## src/rtl/reaction_timer_if.sv

```systemverilog
// rtl/reaction_timer_if.sv - button inputs and result outputs of the reaction timer
interface reaction_timer_if;
   logic        start;
   logic        stop;
   logic        cue;
   logic        busy;
   logic        done;
   logic        early;
   logic        overflow;
   logic [15:0] ms_bcd;

   modport master (
      output start, stop,
      input  cue, busy, done, early, overflow, ms_bcd
   );

   modport slave (
      input  start, stop,
      output cue, busy, done, early, overflow, ms_bcd
   );
endinterface

```

## src/rtl/reaction_timer.sv

```systemverilog
// rtl/reaction_timer.sv - reaction timer: random cue delay, millisecond BCD count, foul/overflow flags
module reaction_timer #(
   parameter int TICK_DIV     = 50000,
   parameter int DELAY_MS_MIN = 1000
) (
   input logic            clk,
   input logic            rst_n,
   reaction_timer_if.slave tif
);

   localparam int DIV_W = (TICK_DIV > 1) ? $clog2(TICK_DIV) : 1;
   localparam int DLY_W = $clog2(DELAY_MS_MIN + 1021);

   typedef enum logic [2:0] {
      S_IDLE  = 3'd0,
      S_DELAY = 3'd1,
      S_COUNT = 3'd2,
      S_DONE  = 3'd3,
      S_FOUL  = 3'd4
   } state_e;

   state_e             state_q, state_d;
   logic               start_q, stop_q;
   logic [7:0]         lfsr_q, lfsr_d;
   logic [DIV_W-1:0]   div_q, div_d;
   logic [DLY_W-1:0]   delay_q, delay_d;
   logic [15:0]        ms_bcd_q, ms_bcd_d;
   logic               overflow_q, overflow_d;
   logic               cue_q, cue_d;
   logic               busy_q, busy_d;
   logic               done_q, done_d;
   logic               early_q, early_d;

   logic               start_edge, stop_edge, tick;

   function automatic logic [15:0] bcd_inc(input logic [15:0] v);
      logic [15:0] r;
      logic        carry;
      r     = v;
      carry = 1'b1;
      for (int i = 0; i < 4; i++) begin
         if (carry) begin
            if (r[i*4 +: 4] == 4'd9) begin
               r[i*4 +: 4] = 4'd0;
            end else begin
               r[i*4 +: 4] = r[i*4 +: 4] + 4'd1;
               carry       = 1'b0;
            end
         end
      end
      return r;
   endfunction

   always_comb begin
      start_edge = tif.start & ~start_q;
      stop_edge  = tif.stop & ~stop_q;
      tick       = (div_q == DIV_W'(TICK_DIV - 1));

      // x^8+x^6+x^5+x^4+1, shifted left with feedback into bit 0
      lfsr_d     = {lfsr_q[6:0], lfsr_q[7] ^ lfsr_q[5] ^ lfsr_q[4] ^ lfsr_q[3]};
      div_d      = tick ? '0 : div_q + DIV_W'(1);
      state_d    = state_q;
      delay_d    = delay_q;
      ms_bcd_d   = ms_bcd_q;
      overflow_d = overflow_q;

      case (state_q)
         S_DELAY: begin
            if (stop_edge) begin
               state_d = S_FOUL;
            end else if (tick) begin
               delay_d = delay_q - DLY_W'(1);
               if (delay_q == DLY_W'(1)) begin
                  state_d = S_COUNT;
               end
            end
         end
         S_COUNT: begin
            // a stop sampled together with a tick wins; that tick is not counted
            if (stop_edge) begin
               state_d = S_DONE;
            end else if (tick) begin
               if (ms_bcd_q == 16'h9999) begin
                  overflow_d = 1'b1;
                  state_d    = S_DONE;
               end else begin
                  ms_bcd_d = bcd_inc(ms_bcd_q);
               end
            end
         end
         default: begin
            if (start_edge) begin
               state_d    = S_DELAY;
               delay_d    = DLY_W'(DELAY_MS_MIN) + DLY_W'({lfsr_q, 2'b00});
               ms_bcd_d   = 16'h0000;
               overflow_d = 1'b0;
            end
         end
      endcase

      // the millisecond phase restarts whenever a timed state is entered
      if ((state_d != state_q) && ((state_d == S_DELAY) || (state_d == S_COUNT))) begin
         div_d = '0;
      end

      cue_d   = (state_d == S_COUNT);
      busy_d  = (state_d == S_DELAY) || (state_d == S_COUNT);
      done_d  = (state_d == S_DONE);
      early_d = (state_d == S_FOUL);
   end

   always_ff @(posedge clk or negedge rst_n) begin
      if (!rst_n) begin
         state_q    <= S_IDLE;
         start_q    <= 1'b0;
         stop_q     <= 1'b0;
         lfsr_q     <= 8'h01;
         div_q      <= '0;
         delay_q    <= '0;
         ms_bcd_q   <= 16'h0000;
         overflow_q <= 1'b0;
         cue_q      <= 1'b0;
         busy_q     <= 1'b0;
         done_q     <= 1'b0;
         early_q    <= 1'b0;
      end else begin
         state_q    <= state_d;
         start_q    <= tif.start;
         stop_q     <= tif.stop;
         lfsr_q     <= lfsr_d;
         div_q      <= div_d;
         delay_q    <= delay_d;
         ms_bcd_q   <= ms_bcd_d;
         overflow_q <= overflow_d;
         cue_q      <= cue_d;
         busy_q     <= busy_d;
         done_q     <= done_d;
         early_q    <= early_d;
      end
   end

   assign tif.cue      = cue_q;
   assign tif.busy     = busy_q;
   assign tif.done     = done_q;
   assign tif.early    = early_q;
   assign tif.overflow = overflow_q;
   assign tif.ms_bcd   = ms_bcd_q;

endmodule

```

## src/flat_wrapper.sv

```systemverilog
// flat-port wrapper written by rule: the top's interface ports become plain ports
module reaction_timer_flat 
#(
   parameter int TICK_DIV     = 50000,
   parameter int DELAY_MS_MIN = 1000
)
  (clk, rst_n, tif_start, tif_stop, tif_cue, tif_busy, tif_done, tif_early, tif_overflow, tif_ms_bcd);
  reaction_timer_if tif_i ();
  input logic clk;
  input logic rst_n;
  input wire logic [$bits(tif_i.start)-1:0] tif_start;
  input wire logic [$bits(tif_i.stop)-1:0] tif_stop;
  output wire logic [$bits(tif_i.cue)-1:0] tif_cue;
  output wire logic [$bits(tif_i.busy)-1:0] tif_busy;
  output wire logic [$bits(tif_i.done)-1:0] tif_done;
  output wire logic [$bits(tif_i.early)-1:0] tif_early;
  output wire logic [$bits(tif_i.overflow)-1:0] tif_overflow;
  output wire logic [$bits(tif_i.ms_bcd)-1:0] tif_ms_bcd;
  assign tif_i.start = tif_start;
  assign tif_i.stop = tif_stop;
  assign tif_cue = tif_i.cue;
  assign tif_busy = tif_i.busy;
  assign tif_done = tif_i.done;
  assign tif_early = tif_i.early;
  assign tif_overflow = tif_i.overflow;
  assign tif_ms_bcd = tif_i.ms_bcd;
  reaction_timer #(.TICK_DIV(TICK_DIV), .DELAY_MS_MIN(DELAY_MS_MIN)) u_core (.clk(clk), .rst_n(rst_n), .tif(tif_i));
endmodule
```

## config.mk

```make
export PLATFORM = sky130hd
export DESIGN_NAME = reaction_timer_flat
export DESIGN_NICKNAME = d
export VERILOG_FILES = /design/src/rtl/reaction_timer_if.sv /design/src/rtl/reaction_timer.sv /design/src/flat_wrapper.sv
export SDC_FILE = /design/constraint.sdc
export NUM_CORES = 1
export LEC_CHECK = 0
export ABC_AREA = 1
export CORE_MARGIN = 8
export CORE_UTILIZATION = 60
export CTS_BUF_LIST = sky130_fd_sc_hd__clkbuf_4
export DETAILED_ROUTE_END_ITERATION = 8
export PLACE_DENSITY_LB_ADDON = 0.05
export SETUP_SLACK_MARGIN = 0.02
export SLEW_MARGIN = 30
export SYNTH_ARGS = -nofsm -noshare
export SYNTH_HDL_FRONTEND = slang
export SYNTH_SLANG_ARGS = --single-unit
```

## constraint.sdc

```tcl
create_clock -name clk -period 2.7 [get_ports clk]
set_clock_uncertainty 0.15 [all_clocks]
set_input_delay 0.675 -clock clk [delete_from_list [all_inputs] [get_ports clk]]
set_output_delay 0.675 -clock clk [all_outputs]
set_load 0.1 [all_outputs]
```

==> out/metrics.cfg <==
[global_routing]
grt_pass1_wl_um=12600
grt_overflow_total=0
antenna_found_initial=0
grt_max_degree=62
track_usage=0.181
grt_pass1_vias=2821

[timing]
holdWs_ns=0.0969
finalCriticalPeriod_ns=2.27
tns_ns=0
worst_pin_slew_ns=0.370
finalCritPeriodShare=0.842
fin_ws_ns=0.426
drv_slew=0
clock.fmax_mhz=440
setup_viol=0
rsz0062_at_grt=no
slew_headroom=0.751
hold_viol=0

[clock_tree]
post_cts_resized=0
clock-sinks=61
hold_buffers=0
cts_buffers=9
cts_setup_buffers=0
path_clk_slew_ns=0.10
cts_tree=built
clock_path_buffers=2
worstSkewPairLatency_ns=0.40
h-tree-depth=3
clk_root_buffer_cell=clkbuf_4

[setup_path]
arrival_ns=2.40
r2r_slack_ns=0.43
cp-start-kind=flop
required_ns=2.83
path_class=reg2reg
worst-path-max-fanout=17
critPathCaptureType=flop
reg2reg_depth=13
reg2reg_to=u_core.div_q[3]
timing.rr.start=u_core.tif.ms_bcd[5]

[placement]
pre_cts_ws_ns=-0.000664
placed_cells=535
io_buffers=24
placed_area_um2=3820
dpl.hpwl_um=5230
gp_congestion=0.890

[logic_synthesis]
synth_ff_type=dfrtp_1
async_flop_share=1.00
synth_cell_type_count=42
synth_cells=435
synth_edf_count=0
yosysWarnings=0
synth_nets=451
syn_avg_cell_area_um2=8.12
yosysSeqAreaShare=0.433
ys_ff_latch=61
synth_area_um2=3530

[power]
switchingPower_mw=2.03
pwr-share-comb=0.527
pwr-share-clk=0.137
power_density_nw_per_um2=987
pwr-share-seq=0.336
switching_share=0.522
cellLeakagePower_nw=1.84
cell_internal_pwr_mw=1.85
ir_worst_vdd_mv=0.700

[drt]
final_antenna_net_count=0
drc=0
drtPass1Iterations=4
vias=2925
drt_wl_total_um=7370
via_per_inst=5.31
first_iter_violations=123
detail_route.wl_per_cell_um=13.4

[run]
cap_violations=0

[finish]
drive_gt1_frac=0.187
final_common_cell=nand2_1
fin_area_um2=3930
area_delta_synth_final_pct=11.3
final_cell_mix=83 x nand2_1, 59 x dfrtp_1, 54 x nor2_1
finalNetCount=487
n_antenna_cell=0
stdcell_count=551

[die]
dieArea_um2=8600
die_y_um=92.7
initial_core_util=0.607
rows=28
coreArea_um2=5820
io_pins=25
die_w_um=92.7

[outcome]
status=completed

[hold_path]
min_path_type=in2async

## per-stage QoR
stage | power, mW | utilization
2_1_floorplan | 2.97 | -
3_3_place_gp | 3.31 | 0.657
3_5_place_dp | 3.35 | 0.657
4_1_cts | 3.89 | 0.676
5_1_grt | 4.13 | 0.676
6_report | 3.88 | 0.676
## synth_stat cells (2+ instances only)
master    count  area [µm²]
clkbuf_1      2        7.51
nor4_1        2        12.5
nand2_4       4        45.0
nand3_2       3        30.0
inv_2         5        18.8
or2_2         6        37.5
xnor2_1       7        61.3
o21ai_1       4        20.0
buf_6         2        22.5
o21ai_0      20         100
a31oi_1       3        18.8
nor3_1        6        30.0
o22ai_1       3        18.8
xor2_1        7        61.3
ha_1         12         150
a21oi_2      11        96.3
inv_1        52         195
nor2_1       54         203
mux2i_1       2        20.0
nor2_2        4        25.0
nor3_2        2        20.0
nand3b_1      2        15.0
o21ai_2       4        35.0
nand2_1      83         312
nand4_1       7        43.8
dfrtp_1      60        1500
a21oi_1      20         100
nand3_1      30         150
nand2_2       3        18.8
nor2_4        3        33.8
## metal layers
metal	share of wire	GRT usage
met5	0	0
met4	0.015	0.0738
met3	0.029	0.0332
met2	0.48	0.294
met1	0.48	0.232
## kinds of logic after synthesis
group | after synthesis | share of synthesized area
xor+xnor | 14 | 0.0347
buf+inv | 63 | 0.0748
mux | 2 | 0.00567
compound gates | 72 | 0.126
simple gates | 211 | 0.283
fa+ha+maj | 12 | 0.0425
flops | 61 | 0.433
## registers in the layout (all words and copies together) (netlist names)
register,count
u_core.delay_q,11
u_core.div_q,16
u_core.lfsr_q,8
u_core.start_q,1
u_core.state_q,3
u_core.stop_q,1
u_core.tif.busy,1
u_core.tif.cue,1
u_core.tif.done,1
u_core.tif.early,1
u_core.tif.ms_bcd,16
u_core.tif.overflow,1
## worst max path at each step
stage	startpoint	to	depth (start not counted)
floorplan	u_core.tif.ms_bcd[12]	u_core.div_q[9]	13
global route	u_core.tif.ms_bcd[5]	u_core.div_q[3]	14
global placement	tif_start	u_core.div_q[3]	13
CTS	tif_stop	u_core.div_q[3]	11
finish	u_core.tif.ms_bcd[5]	u_core.div_q[3]	13
detailed placement	tif_stop	u_core.div_q[3]	11
## layout make-up
| class | count | area (µm²) |
|---|---|---|
| clock buffer | 12 | 90.1 |
| clock inverter | 4 | 15.0 |
| fill | 512 | 1890 |
| inverter | 57 | 214 |
| multi-input combinational | 311 | 1740 |
| sequential | 61 | 1530 |
| tap | 75 | 93.8 |
| timing repair buffer | 31 | 248 |
## power by group through the flow
stage / sequential [mW] / combinational [mW] / clock (mW)
floorplan: 1.77 / 1.21 / 0
global placement: 1.31 / 1.99 / 0
detailed placement: 1.32 / 2.03 / 0
CTS: 1.30 / 2.04 / 0.543
global route: 1.33 / 2.22 / 0.576
finish: 1.30 / 2.04 / 0.531
## critical path, stage by stage (launching register included)
cell	delay [ns]
dfrtp_1	0.42
inv_1	0.08
ha_1	0.14
nand2_1	0.05
nor2_1	0.18
nand2_1	0.09
nor2_1	0.21
nand2_1	0.08
nand2_1	0.08
nand2_2	0.07
nand2_4	0.10
nand4_1	0.13
nand2_4	0.26
a21oi_1	0.12
No activity file was read; power rests on OpenSTA's default activity.
